===== src/rtl/eeprom_disp_feeder.sv =====
// ============================================================================
//  Module   : eeprom_disp_feeder
//  Purpose  : 16-entry byte FIFO that replays EEPROM bytes as "index.byte"
//             values to the six-digit 7-segment driver, one per dwell period.
//  Revision : 1.0 - initial release
// ============================================================================
`default_nettype none

module eeprom_disp_feeder #(
    parameter int          DEPTH   = 16,
    parameter int          ADDR_W  = 4,
    parameter logic [25:0] CNT_MAX = 26'd49_999_999
) (
    input  logic        sys_clk,
    input  logic        sys_rst,
    input  logic        wr_en,
    input  logic [7:0]  wr_data,
    input  logic        start,
    output logic [19:0] data,
    output logic [5:0]  point,
    output logic        sign,
    output logic        seg_en,
    output logic        busy,
    output logic        empty,
    output logic        full,
    output logic        overflow
);

    localparam logic [1:0]      IDLE       = 2'd0;
    localparam logic [1:0]      LOAD       = 2'd1;
    localparam logic [1:0]      SHOW       = 2'd2;
    localparam logic [ADDR_W:0] FULL_COUNT = (ADDR_W+1)'(DEPTH);

    logic [1:0]        state;
    logic [1:0]        state_next;
    logic [7:0]        mem [DEPTH];
    logic [ADDR_W-1:0] wr_ptr;
    logic [ADDR_W-1:0] rd_ptr;
    logic [ADDR_W:0]   count;
    logic [ADDR_W:0]   count_next;
    logic [25:0]       timer;
    logic [ADDR_W-1:0] idx;
    logic [19:0]       data_next;

    logic wr_accept;
    logic wr_drop;
    logic tick_done;
    logic pop;
    logic pass_begin;
    logic idx_inc;

    // full is the registered flag, so a drop is decided before any same-cycle pop
    assign wr_accept  = wr_en & ~full;
    assign wr_drop    = wr_en & full;
    assign tick_done  = (state == SHOW) && (timer == CNT_MAX);
    assign count_next = count + (ADDR_W+1)'(wr_accept) - (ADDR_W+1)'(pop);
    assign data_next  = 20'(idx) * 20'd1000 + 20'(mem[rd_ptr]);

    always_ff @(posedge sys_clk) begin
        if (sys_rst) begin
            state <= IDLE;
            busy  <= 1'b0;
        end else begin
            state <= state_next;
            busy  <= (state_next != IDLE);
        end
    end

    always_comb begin
        state_next = state;
        case (state)
            IDLE:    if (start && !empty) state_next = LOAD;
            LOAD:    state_next = SHOW;
            SHOW:    if (tick_done) state_next = empty ? IDLE : LOAD;
            default: state_next = IDLE;
        endcase
    end

    always_comb begin
        pop        = 1'b0;
        pass_begin = 1'b0;
        idx_inc    = 1'b0;
        case (state)
            IDLE:    pass_begin = start && !empty;
            LOAD:    pop = 1'b1;
            SHOW:    idx_inc = tick_done;
            default: ;
        endcase
    end

    always_ff @(posedge sys_clk) begin
        if (wr_accept) begin
            mem[wr_ptr] <= wr_data;
        end
    end

    always_ff @(posedge sys_clk) begin
        if (sys_rst) begin
            wr_ptr <= '0;
            rd_ptr <= '0;
            count  <= '0;
            empty  <= 1'b1;
            full   <= 1'b0;
        end else begin
            if (wr_accept) wr_ptr <= wr_ptr + 1'b1;
            if (pop)       rd_ptr <= rd_ptr + 1'b1;
            count <= count_next;
            empty <= (count_next == '0);
            full  <= (count_next == FULL_COUNT);
        end
    end

    // A dropped write wins over the clear on a pass start in the same cycle
    always_ff @(posedge sys_clk) begin
        if (sys_rst) begin
            overflow <= 1'b0;
        end else if (wr_drop) begin
            overflow <= 1'b1;
        end else if (pass_begin) begin
            overflow <= 1'b0;
        end
    end

    always_ff @(posedge sys_clk) begin
        if (sys_rst) begin
            timer <= '0;
            idx   <= '0;
        end else begin
            if (pop) begin
                timer <= '0;
            end else if (state == SHOW) begin
                timer <= tick_done ? 26'd0 : timer + 26'd1;
            end
            if (pass_begin) begin
                idx <= '0;
            end else if (idx_inc) begin
                idx <= idx + 1'b1;
            end
        end
    end

    always_ff @(posedge sys_clk) begin
        if (sys_rst) begin
            data   <= '0;
            point  <= '0;
            sign   <= 1'b0;
            seg_en <= 1'b0;
        end else begin
            sign <= 1'b0;
            if (pop) begin
                data   <= data_next;
                point  <= 6'b001000;
                seg_en <= 1'b1;
            end
        end
    end

endmodule

`default_nettype wire


===== config.mk =====
export PLATFORM = sky130hd
export DESIGN_NAME = eeprom_disp_feeder
export DESIGN_NICKNAME = d
export VERILOG_FILES = /design/src/rtl/eeprom_disp_feeder.sv
export SDC_FILE = /design/constraint.sdc
export NUM_CORES = 1
export LEC_CHECK = 0
export CAP_MARGIN = 20
export CORE_ASPECT_RATIO = 0.9
export CORE_MARGIN = 2
export CORE_UTILIZATION = 30
export CTS_CLUSTER_DIAMETER = 150
export CTS_CLUSTER_SIZE = 8
export DETAILED_ROUTE_END_ITERATION = 10
export GPL_TIMING_DRIVEN = 0
export PLACE_DENSITY = 0.51
export SLEW_MARGIN = 20
export SYNTH_ARGS = -nofsm -noshare
export SYNTH_HDL_FRONTEND = slang
export SYNTH_SLANG_ARGS = --single-unit

===== constraint.sdc =====
create_clock -name sys_clk -period 3.6 [get_ports sys_clk]
set_clock_uncertainty 0.2 [all_clocks]
set_input_delay 0.72 -clock sys_clk [delete_from_list [all_inputs] [get_ports sys_clk]]
set_output_delay 0.72 -clock sys_clk [all_outputs]
set_load 0.005 [all_outputs]

### Word level (Yosys, flattened, before mapping)

Memories as Yosys holds them, arrays and structs flattened. A register that Yosys moved wholly into a read port is not among the register bits.
Index checks and enable logic that the tools add are counted.

| cells by class | value |
|---|---|
| add/subtract/negate cells | 7 |
| multiply operators | 1 |
| eq/ne operators | 4 |
| multiplexer cells | 14 |
| bitwise logic cells | 3 |
| reduce and logical (&&, ||, !) cells | 9 |

Operators with widths:

| cell | number |
|---|---|
| adder 26 x 1 -> 26 bit, second input constant | 1 |
| == test 26 bit, second input constant | 1 |
| two-way mux 26 bit | 1 |
| adder 14 x 8 -> 15 bit | 1 |
| adder 4 x 1 -> 4 bit, second input constant | 3 |
| multiplier 4 x 7 -> 11 bit, second input constant | 1 |
| two-way mux 1 bit | 8 |
| two-way mux 4 bit | 2 |
| one-hot mux 2 bit (3 select lines) | 1 |
| adder 5 x 1 -> 5 bit | 1 |
| == test 5 bit, second input constant | 1 |
| logical NOT 5 bit | 1 |
| subtractor 5 x 1 -> 5 bit | 1 |
| two-way mux 2 bit | 2 |
| nonzero test 2 bit | 2 |
| OR reduction 2 bit | 2 |
| bitwise AND 1 bit | 2 |
| == test 2 x 1 -> 1 bit, second input constant | 1 |
| == test 2 bit, second input constant | 1 |
| logical AND 1 bit | 2 |
| logical NOT 2 bit | 1 |
| logical NOT 1 bit | 1 |
| inverter 1 bit | 1 |

| storage, ports and cells | value |
|---|---|
| register bits after elaboration | 70 |
| bits in writable memories | 128 |
| input port bits | 12 |
| output and inout port bits | 32 |
| word-level logic and storage cells | 51 |
| memories kept | 1 |

Memories:

| memory | words | width | read ports | clocked after memory_dff | write ports | RTL line | RTL |
|---|---|---|---|---|---|---|---|
| mem | 16 | 8 | 1 | 1 | 1 | 36 | `logic [7:0] mem [DEPTH];` |

### Logic depth before layout (Yosys ltp)

Gate-level depths: netlist (run 1).

| depth | value |
|---|---|
| word-level depth | 5 |
| mapped depth | 14 |
| mapped depth without buffers | 13 |

### Worst setup path after synthesis (run 1)

Ideal clock, no wire load.

| timing | value |
|---|---|
| path kind | register -> register |
| start point | reg with a tool-made name |
| end point | reg data[14] |
| library setup time | 0.070 ns |
| arrival | 3.522 ns |
| required time | 3.330 ns |
| slack | -0.191 ns |
| stages on the path, launching flop included | 12 |
| path buffers | 3 |
| period minus slack after synthesis | 3.791 ns |
| path through | dfxtp_1 clkbuf_1 buf_2 buf_4 mux4_2 mux4_2 ha_1 a21o_1 a211oi_1 or2_2 or4b_1 a21oi_1 |

RTL lines:

| what | RTL line | RTL |
|---|---|---|
| end signal: assignment | 151 | `data <= data_next;` |
| end: declaration | 19 | `output logic [19:0] data,` |

==> results of run 1 <==
-- area by class of cell --
type / count / area (sq um)
Sequential cell: 197 / 5240
Timing Repair Buffer: 51 / 488
Clock buffer: 22 / 454
Clock inverter: 10 / 113
Fill cell: 2758 / 18300
Inverter: 26 / 97.6
Buffer: 31 / 241
Tap cell: 366 / 458
Multi-Input combinational cell: 384 / 3370
-- flip-flops by register name, summed over array words and instances (netlist names), named ones only --
signal and cells:
empty 1, count 5, state 2, timer 26, mem 128, full 1, data 15, rd_ptr 4
point 1, busy 1, idx 4, overflow 1, wr_ptr 4
-- kinds of logic (layout without fill, tap and decap cells) --
logic type	count (synthesis)	count (layout)	share of synthesized area, %
other	1	11	0.0431
buffers and inverters	60	140	3.45
xor gates and xnor gates	45	45	4.53
muxes	43	43	10.7
AOI/OAI and AO/OA	50	50	3.71
DFF	197	197	60.0
and+or+nand+nor	195	195	11.0
adders and majority gates	40	40	6.52
-- cells in the mapped netlist (2+ instances only) --
cell type	number
edfxtp_1	128
nor2_1	71
dfxtp_1	69
mux4_2	40
nand2_1	37
ha_1	31
xor2_1	30
inv_1	25
a21oi_1	22
nand3_1	19
xnor2_1	15
buf_4	13
clkbuf_1	11
nand2b_1	10
fa_1	9
nand4_1	8
nor3_1	8
a211oi_1	6
nor2b_1	6
or3_1	6
a21o_1	5
buf_2	5
nor4_1	5
o21ai_0	5
and3_1	4
nor4b_1	4
buf_1	3
or2_2	3
and4_1	2
clkbuf_8	2
mux2i_1	2
nand3b_1	2
nor4_2	2
o221ai_1	2
or2_1	2
-- cells in the final DEF (no fill, tap or decap), types with 5 or more instances in the layout --
master,count
edfxtp_1,128
nor2_1,71
dfxtp_1,65
mux4_2,40
nand2_1,36
clkdlybuf4s50_1,32
buf_4,30
xor2_1,29
ha_1,28
inv_1,24
nand3_1,19
a21oi_1,18
clkbuf_16,17
xnor2_1,15
clkbuf_1,11
conb_1,11
nand2b_1,9
nand4_1,8
fa_1,7
nor2b_1,6
or3_1,6
a211oi_1,5
a21o_1,5
nor3_2,5
-- layer usage --
layer	vias to the layer above	share of wire [%]
li1	2445	-
met1	2382	50
met2	94	45
met3	8	4.3
met4	0	0.88
met5	-	0
-- stage by stage --
step | setup WS (ns) | instances | instance area, sq um | TNS [ns] | power (mW)
2_1_floorplan | 0.0399 | 641 | 8770 | 0 | 3.19
3_3_place_gp | -0.628 | 1039 | 9550 | -9.54 | 3.46
3_5_place_dp | -0.670 | 1039 | 9570 | -4.76 | 3.46
4_1_cts | 0.000498 | 1084 | 10400 | 0 | 5.38
5_1_grt | -0.0468 | 1087 | 10500 | -0.0810 | 5.57
6_report | 0.0679 | 1087 | 10500 | 0 | 5.31
-- worst max-delay path, stage by stage (launching register included) --
cell and delay, ns:
dfxtp_2 0.34, buf_8 0.13, bufbuf_16 0.27, mux4_2 0.48, mux4_2 0.48, ha_1 0.29
a21o_1 0.11, a21o_1 0.17, a211oi_2 0.10, or2_4 0.26, or4b_4 0.52, a21oi_2 0.12
-- how the worst max path moves through the flow --
| stage | cells after the start | end | from |
|---|---|---|---|
| 2_1_floorplan | 10 | data[14]$_SDFFE_PP0P_ | idx[3]$_SDFFE_PP0P_ |
| 3_3_place_gp | 13 | data[13]$_SDFFE_PP0P_ | register |
| 3_5_place_dp | 10 | data[14]$_SDFFE_PP0P_ | register |
| 4_1_cts | 10 | data[14]$_SDFFE_PP0P_ | idx[1]$_SDFFE_PP0P_ |
| 5_1_grt | 10 | data[14]$_SDFFE_PP0P_ | idx[2]$_SDFFE_PP0P_ |
| 6_report | 11 | data[14]$_SDFFE_PP0P_ | register |
-- what timing repair did --
action | 4_1_cts | 5_1_grt
hold buffers | 0 | 0
gates resized for setup | 25 | 18
setup endpoints to repair | 9 | 8
pin swaps | 6 | 17
setup buffers | 14 | 4
cloned | 1 | 0
-- report_power, final --
| part | total (mW) | switching, mW | internal, mW |
|---|---|---|---|
| combinational | 0.862 | 0.410 | 0.452 |
| sequential | 2.60 | 0.0657 | 2.53 |
| clock | 1.85 | 0.861 | 0.994 |
==> impl_metrics.toml, run 1 <==
[worst_hold_path]
min_to = "data[10]$_SDFFE_PP0P_"
worstHoldPathCells = 2
min-delay-path-class = "reg -> reg"
hp-start = "data[10]$_SDFFE_PP0P_"

[detailed_routing]
drt_iter0_drc = 187
routed_wl_mm = 17.1
postRouteAntennaNets = 0
drc = 0
via_per_inst = 4.53
dr.pass1.iters = 4
wl_per_cell_um = 15.7
vias = 4929

[global_route]
met3_usage_pct = 2.79
gr-usage-all-layers_pct = 11.7
grt_remaining_overflow = 0
use_met1_pct = 16.8
grt_max_degree = 20
grt_use_met2_pct = 17.8
grt_pass1_vias = 4820
antenna_found_initial = 0
top_usage_layer = "met2"
grt_pass1_wl_mm = 27.0

[worst_setup_path]
reg2reg_to = "data[14]$_SDFFE_PP0P_"
required_ns = 3.77
startpoint_type = "register"
worstPathMaxFanout = 6
endpoint_kind = "register"
reg2reg_depth = 11
r2r_slack_ns = 0.07
crit_arrival_ns = 3.70
critPathKind = "reg -> reg"

[sta]
setup_viol = 0
finalMaxSlewViolations = 0
worstMarginPinSlew_ns = 0.916
grt_setup_unrepaired = "true"
relSlewSlack_pct = 38.7
final-hold-violation-count = 0
fin_hold_ws_ns = 0.272
fin_crit_sh_pct = 98.1
period_needed_ns = 3.53
fmax_mhz = 283

[finish]
area_growth_syn_to_layout_pct = 20.1
drive_gt1_share_pct = 20.5
nNetsFinal = 760
antenna_cells = 0
final_util_pct = 36.4

[synthesis]
ys_seq_area_share_pct = 60.0
netlist_instances = 631
ys_ff_latch = 197
yosys.area.top_type = "edfxtp_1"
avgSynthCellArea_sq_um = 13.8
synth_flop_cell = "edfxtp_1"
ys_types = 54
synth_edf_count = 128
syn_area_sq_mm = 0.00871
synthArstFlopShare_pct = 0
synthTopCellsByArea = "edfxtp_1 44%, dfxtp_1 16%, mux4_2 10%"
yosysWarnings = 0
synth_top_area_share_pct = 44.1

[power]
ir_drop_uv = 387
p_leak_nw = 3.55
p_per_area_mw_per_mm2 = 508

[placement]
place_hpwl_mm = 11.8
place_congestion = 0.730
io_buffers = 32

[die]
die-area_sq_mm = 0.0304
rows = 59
core_area_sq_mm = 0.0287
io_pins = 44
die_w_um = 184
initial_core_util_pct = 30.3
die_h_um = 166

[clock_tree]
cts_root_buffer = "clkbuf_16"
path_clk_slew_ns = 0.07
cts_max_path_buffers = 2
cts_tree = "done"
h-tree-depth = 4
cts_inserted_buffers = 17
clkSinkCount = 197
clk_latency_ns = 0.43

[run]
drv_cap = 0

[run_status]
status = "finished, final reports clean"
(Power assumes the default switching activity.)
==> run 2: changes to the inputs <==
--- a/config.mk
+++ b/config.mk
@@ -13,7 +13,7 @@
 export CTS_CLUSTER_SIZE = 8
 export DETAILED_ROUTE_END_ITERATION = 10
 export GPL_TIMING_DRIVEN = 0
-export PLACE_DENSITY = 0.51
+export PLACE_DENSITY = 0.5
 export SLEW_MARGIN = 20
 export SYNTH_ARGS = -nofsm -noshare
 export SYNTH_HDL_FRONTEND = slang
==> constraint.sdc (replaced) <==
create_clock -name sys_clk -period 4.4 [get_ports sys_clk]
set_clock_uncertainty 0.2 [all_clocks]
set_input_delay 0.88 -clock sys_clk [delete_from_list [all_inputs] [get_ports sys_clk]]
set_output_delay 0.88 -clock sys_clk [all_outputs]
set_load 0.005 [all_outputs]
==> run 2 against run 1 <==
  * Worst setup slack gained 0.26 ns
  * Maximum frequency shrank 13%
  * Combinational power fell by 23%
  * First-iteration DRC count rose by 20%
  * Global-route usage up 0.68 points
  * Routed wire length rose by 3.5%
  * Clock-buffer cell count fell by 5
  * Core utilization down 1.0 points
  * Non-clock buffer count down 17
  * Critical path type unchanged
  * Largest cell class unchanged
  * Largest power group unchanged
  * Highest routed layer unchanged
==> impl_metrics.toml, run 2 (synthesis results as in run 1) <==
[run_status]
status = "finished, final reports clean"

[global_route]
antenna_found_initial = 0
grt_max_degree = 19
met3_usage_pct = 2.68
top_usage_layer = "met2"
grt_pass1_wl_mm = 28.7
gr-usage-all-layers_pct = 12.4
grt_pass1_vias = 5234
grt_remaining_overflow = 0
use_met1_pct = 16.8
grt_use_met2_pct = 19.9

[detailed_routing]
via_per_inst = 4.61
routed_wl_mm = 17.7
dr.pass1.iters = 5
postRouteAntennaNets = 0
vias = 4934
drc = 0
wl_per_cell_um = 16.6
drt_iter0_drc = 225

[worst_setup_path]
endpoint_kind = "register"
required_ns = 4.56
crit_path_cell_trace = "buf_4, buf_4, mux4_2, mux4_2, ha_1, a21o_1, a211oi_2, or2_2, or4b_1, a21oi_1"
startpoint_type = "register"
critPathKind = "reg -> reg"
slowest_delay_ns = 0.57
worstPathMaxFanout = 10
critPathBufInv = 2
crit_arrival_ns = 4.23
path_delay_family = "multiplexers"
cp_slowest_cell = "mux4_2"

[finish]
nNetsFinal = 743
final_util_pct = 35.4
largest_registers = "mem (128), timer (26), data (15)"
fin_area_sq_mm = 0.0102
layout.cells.non_filler = 1070
antenna_cells = 0
area_growth_syn_to_layout_pct = 16.7
drive_gt1_share_pct = 15.2
largest_reg_flops = 128
final_cell_mix = "128 x edfxtp_1, 71 x nor2_1, 69 x dfxtp_1"
fillers = 2737
layout_commonest_cell = "edfxtp_1"
ff_latch_area_sq_mm = 0.00523
multi_input_comb_area_sq_mm = 0.00324
regMostFlops = "mem"

[sta]
finalMaxSlewViolations = 0
fin_hold_ws_ns = 0.258
final-hold-violation-count = 0
relSlewSlack_pct = 40.2
fmax_mhz = 246
setup_slack_ns = 0.329
period_needed_ns = 4.07
worstMarginPinSlew_ns = 0.894
fin_crit_sh_pct = 92.5
grt_setup_unrepaired = "false"
setup-tns-final_ns = 0
setup_viol = 0

[placement]
post-place-ws_ns = -0.184
post_dp_cell_area_sq_mm = 0.00954
placed_cells = 1039
place_hpwl_mm = 12.8
io_buffers = 32
place_congestion = 0.795

[clock_tree]
clkSinkCount = 197
cts_tree = "done"
cts_inserted_buffers = 17
path_clk_slew_ns = 0.07
cts_max_path_buffers = 2
postCtsSetupRepairBufs = 0
cts_root_buffer = "clkbuf_16"
clk_latency_ns = 0.44
cts_resized = 3
hold_buffers = 0
h-tree-depth = 4

[die]
core_area_sq_mm = 0.0287
io_pins = 44
initial_core_util_pct = 30.3
die_h_um = 166
rows = 59
die_w_um = 184
die-area_sq_mm = 0.0304

[run]
drv_cap = 0

[worst_hold_path]
min-delay-path-class = "reg -> reg"

[power]
p_leak_nw = 3.45
finalPower_mw = 4.41
ir_drop_uv = 301
p_per_area_mw_per_mm2 = 434
run 2: path summary, 6_finish.rpt:
path                                            from                     to  slack, ns  cells past startpoint
worst max-delay path                        register  data[14]$_SDFFE_PP0P_       0.33                     10
worst min-delay path            data[8]$_SDFFE_PP0P_   data[8]$_SDFFE_PP0P_       0.26                      2
worst max register to register              register  data[14]$_SDFFE_PP0P_       0.33                     10
worst min register to register  data[8]$_SDFFE_PP0P_   data[8]$_SDFFE_PP0P_       0.26                      2
run 2: layout make-up:
type	instances	share of cell area [%]
tap	366	4.51
timing repair buffer	32	3.15
buffer	33	2.01
sequential	197	51.4
clock buffer	17	4.19
multi-input combinational	384	31.9
clock inverter	15	1.82
inverter	26	0.961
run 2: power by group:
group	switching, mW	internal (mW)	total, mW
Sequential	0.0568	2.07	2.13
Combinational	0.336	0.325	0.662
Clock	0.714	0.910	1.62
Total	1.11	3.31	4.41
run 2: routing by layer:
metal	share of wire, %	up-vias
li1	-	2407
met1	49	2426
met2	47	86
met3	2.6	15
met4	1.5	0
met5	0	-
run 2: tightest hold or removal path, delay by kind of cell, from the launching register on:
family / cells / cell delay, ns
AND/OR/NAND/NOR: 1 / 0.05
AO/OA/AOI/OAI: 1 / 0.05
flip-flops: 1 / 0.31
